**src/rtl/instr_fetch.sv**
```systemverilog
// Instruction-fetch stage: owns the PC, addresses the combinational instruction
// memory and registers the returned word into IF/ID, with a sticky fetch fault.
module instr_fetch #(
  parameter logic [31:0] RESET_PC   = 32'h0000_0000,
  parameter int          IMEM_WORDS = 64
) (
  input  logic        clk,
  input  logic        reset,
  output logic [31:0] imem_addr,
  input  logic [31:0] imem_instr,
  input  logic        stall,
  input  logic        redirect_valid,
  input  logic [31:0] redirect_target,
  output logic [31:0] if_id_instr,
  output logic [31:0] if_id_pc4,
  output logic        if_id_valid,
  output logic        fault,
  output logic [31:0] fetch_count
);

  typedef enum logic {RUN = 1'b0, HALT = 1'b1} state_t;
  typedef enum logic [1:0] {ACT_FETCH, ACT_HOLD, ACT_REDIRECT, ACT_FAULT} act_t;

  // First byte address past the end of instruction memory.
  localparam logic [31:0] PC_LIMIT = 32'(IMEM_WORDS) * 32'd4;

  state_t state, state_nxt;
  act_t   act;

  // The PC is kept as a word index so its two low bits cannot be anything but zero.
  logic [29:0] pc_word_p0;
  logic [31:0] pc_p0;
  logic [31:0] pc4_p0;

  logic [31:0] instr_p1;
  logic [31:0] pc4_p1;
  logic        vld_p1;
  logic [31:0] count;

  function automatic logic misaligned(input logic [31:0] addr);
    return addr[1:0] != 2'b00;
  endfunction

  assign pc_p0  = {pc_word_p0, 2'b00};
  assign pc4_p0 = pc_p0 + 32'd4;

  always_ff @(posedge clk) begin
    if (reset) state <= RUN;
    else       state <= state_nxt;
  end

  always_comb begin
    state_nxt = state;
    act       = ACT_HOLD;
    case (state)
      RUN: begin
        if (redirect_valid && misaligned(redirect_target)) begin
          act       = ACT_FAULT;
          state_nxt = HALT;
        end else if (redirect_valid) begin
          act = ACT_REDIRECT;
        end else if (pc_p0 >= PC_LIMIT) begin
          act       = ACT_FAULT;
          state_nxt = HALT;
        end else if (stall) begin
          act = ACT_HOLD;
        end else begin
          act = ACT_FETCH;
        end
      end
      default: begin
        act       = ACT_HOLD;
        state_nxt = HALT;
      end
    endcase
  end

  always_comb begin
    fault = (state == HALT);
  end

  // Stage 0 -> 1: PC update and IF/ID capture.
  always_ff @(posedge clk) begin
    if (reset) begin
      pc_word_p0 <= RESET_PC[31:2];
      instr_p1   <= 32'h0;
      pc4_p1     <= 32'h0;
      vld_p1     <= 1'b0;
      count      <= 32'h0;
    end else begin
      case (act)
        ACT_FETCH: begin
          instr_p1   <= imem_instr;
          pc4_p1     <= pc4_p0;
          vld_p1     <= 1'b1;
          pc_word_p0 <= pc4_p0[31:2];
          count      <= count + 32'd1;
        end
        ACT_REDIRECT: begin
          pc_word_p0 <= redirect_target[31:2];
          instr_p1   <= 32'h0;
          pc4_p1     <= 32'h0;
          vld_p1     <= 1'b0;
        end
        ACT_FAULT: begin
          instr_p1 <= 32'h0;
          pc4_p1   <= 32'h0;
          vld_p1   <= 1'b0;
        end
        default: begin
        end
      endcase
    end
  end

  assign imem_addr   = pc_p0;
  assign if_id_instr = instr_p1;
  assign if_id_pc4   = pc4_p1;
  assign if_id_valid = vld_p1;
  assign fetch_count = count;

  a_halt_no_valid: assert property (@(posedge clk) disable iff (reset) fault |-> !if_id_valid);

endmodule

```
**config.mk**
```make
export PLATFORM = sky130hd
export DESIGN_NAME = instr_fetch
export DESIGN_NICKNAME = d
export VERILOG_FILES = /design/src/rtl/instr_fetch.sv
export SDC_FILE = /design/constraint.sdc
export NUM_CORES = 1
export LEC_CHECK = 0
export BUFFER_PORTS_ARGS = -buffer_cell sky130_fd_sc_hd__buf_2
export CORE_ASPECT_RATIO = 0.9
export CORE_MARGIN = 4
export CORE_UTILIZATION = 28
export DETAILED_ROUTE_END_ITERATION = 16
export GPL_ROUTABILITY_DRIVEN = 0
export PLACE_DENSITY = 0.47
export SYNTH_ARGS = -nofsm -noshare
export SYNTH_HDL_FRONTEND = slang
export SYNTH_SLANG_ARGS = --single-unit
```
**constraint.sdc**
```tcl
create_clock -name clk -period 2.7 [get_ports clk]
set_input_delay 0.135 -clock clk [delete_from_list [all_inputs] [get_ports clk]]
set_output_delay 0.135 -clock clk [all_outputs]
set_load 0.01 [all_outputs]
```
==> flow_summary.toml <==
[detailed_routing]
drtAntennaViolNets = 0
vias = 4426
avgViaCountPerCell = 4.71
post-route-drc-count = 0
wl_per_cell_um = 15.6
wl_um = 14600
dr.pass1.iters = 4
drtIter0Drc = 236

[logic_synthesis]
synth_top_cell_by_area = "dfxtp_1"
netlist_instances = 461
netlist-cell-type-count = 43
netlist_top_cells_area = "dfxtp_1 (53%), a22o_1 (11%), xnor2_1 (3.9%)"
yosysWarningCount = 0
yosysMostFrequentCell = "dfxtp_1"
ys_seq_area_share_pct = 53.1
synth_edf_count = 0
syn_area_um2 = 4750
ys.flop_type = "dfxtp_1"
async_reset_ff_share_pct = 0
synth_top_cell_area_share_pct = 53.1
avgSynthCellArea_um2 = 10.3
ys_seq_elements = 126
synth_common_cells = "dfxtp_1 (126), a22o_1 (60), nor2_1 (28), clkbuf_1 (26), and2_1 (24)"

[global_route]
track_usage_pct = 15.4
grt_overflow = 0
grt_max_degree = 63
grt_pass1_wl_um = 23900
grt_pass1_vias = 4472
antenna_found_initial = 1

[placed_design]
io_buffers = 193
placed_cells = 845
dp_hpwl_um = 10200

[clocking]
cts_buffers = 17
cts_tree = "done"
clock_path_buffers = 2
htree_num_levels = 4
clock_sink_count = 126
clk_pin_slew_ns = 0.06
ctsRootBufferMaster = "clkbuf_16"
clock_latency_ns = 0.41

[setup_path]
critPathMaxFanout = 18
critPathRequiredTime_ns = 3.04
crit_arrival_ns = 2.72
crit_path_start_kind = "register"
critPathKind = "reg2reg"
worst_setup_path_end_kind = "register"
r2r_cells = 5

[run_status]
outcome = "completed"

[run]
cap_violations = 0

[floorplan]
dieHeight_um = 132
die_w_um = 145
dieArea_um2 = 19100
core_area_um2 = 16400
initial_utilization_pct = 29.0
rows = 44
io_pins = 198

[hold_path]
worst_hold_path_type = "in2reg"
hold_path_depth = 3

[timing]
tns_ns = 0
skew_ns = 0.0108
hold_viol = 0
final.period_utilization_pct = 88.2
drv_slew = 0
slew_headroom_pct = 63.3
rsz0062_at_grt = "false"
layout_min_cycle_time_ns = 2.38
fmax_ghz = 0.420
holdWs_ns = 0.0509
finalSetupViolations = 0
tightest_slew_ns = 0.550

[pwr]
p_leak_nw = 3.29
powerDensity_nw_per_um2 = 659
peakVddDrop_mv = 0.427

[finish]
area_delta_synth_final_pct = 52.0
finalNonFillerCells = 939
finalNetCount = 789
n_fill_cell = 1578
drive_gt1_share_pct = 34.3
-- layer usage --
metal / up-vias / track usage, % / share of wire, %
met5: - / 0 / 0
met4: 0 / 5.54 / 1.8
met3: 18 / 5.89 / 6.6
met2: 148 / 23.7 / 45
met1: 2034 / 19.7 / 47
li1: 2226 / - / -
-- path summary, 6_finish.rpt --
path / start / end / slack, ns
min: redirect_target[3] / pc_word_p0[1] / 0.05
max: pc_word_p0[25] / fetch_count[26] / 0.32
min reg2reg: if_id_pc4[30] / if_id_pc4[30] / 0.45
max reg2reg: pc_word_p0[25] / fetch_count[26] / 0.32
-- where the power goes --
group | internal, mW | switching (mW) | leakage [nW]
logic | 0.201 | 0.214 | 1.98
clock network | 1.57 | 0.844 | 0.296
registers | 1.90 | 0.0343 | 1.02
-- kinds of logic after synthesis --
| logic type | synth area share (%) |
|---|---|
| XOR/XNOR | 4.24 |
| adder cells (fa/ha/maj) | 0.790 |
| buffers and inverters | 3.74 |
| flip-flops | 53.1 |
| AND/OR/NAND/NOR | 20.6 |
| multiplexers | 0.237 |
| other | 0.0789 |
| AO/OA/AOI/OAI | 17.3 |
-- stage by stage --
step / setup slack [ns] / utilization, % / instance area (um2) / power (mW)
6_report: 0.319 / 44.0 / 7220 / 4.76
5_1_grt: 0.114 / 44.0 / 7220 / 4.97
4_1_cts: 0.276 / 44.0 / 7220 / 4.83
3_5_place_dp: 0.302 / 36.4 / 5980 / 2.32
3_3_place_gp: 0.364 / 36.4 / 5980 / 2.32
2_1_floorplan: 0.553 / - / 4760 / 2.16
-- flip-flops by register name, indices dropped and copies added, names as in the netlist --
signal	flops
fetch_count	32
if_id_valid	1
if_id_pc4	30
pc_word_p0	30
fault	1
if_id_instr	32
-- cells in the final DEF, fill, tap and decap left out, drive strengths merged, types with 13 or more instances in the layout --
cell and n:
nand2 18, a22o 60, a21oi 17, nor2 28, clkbuf 19, dlygate4sd3 61
and2 24, buf 207, nand3 13, dfxtp 126, xnor2 21, nor4 25
-- worst max-delay path: stages, from the launching register on --
cell	delay, ns
dfxtp_1	0.33
nor4_2	0.37
nand3_1	0.15
or4_1	0.81
or4_1	0.51
a21oi_1	0.14
-- timing repair --
action / in CTS / in global routing
endpoints found under the hold margin: 61 / 0
hold buffers: 61 / 0
setup buffers: 0 / 0
gates resized for setup: 0 / 0
-- cell type report --
class | count | area (um2) | area share (%)
Clock inverter | 13 | 186 | 2.58
Antenna cell | 1 | 2.50 | 0.0347
Multi-Input combinational cell | 297 | 2080 | 28.9
Timing Repair Buffer | 268 | 1690 | 23.5
Sequential cell | 126 | 2520 | 34.9
Clock buffer | 19 | 443 | 6.13
Inverter | 8 | 30.0 | 0.416
Tap cell | 207 | 259 | 3.59
(Power assumes the default switching activity.)
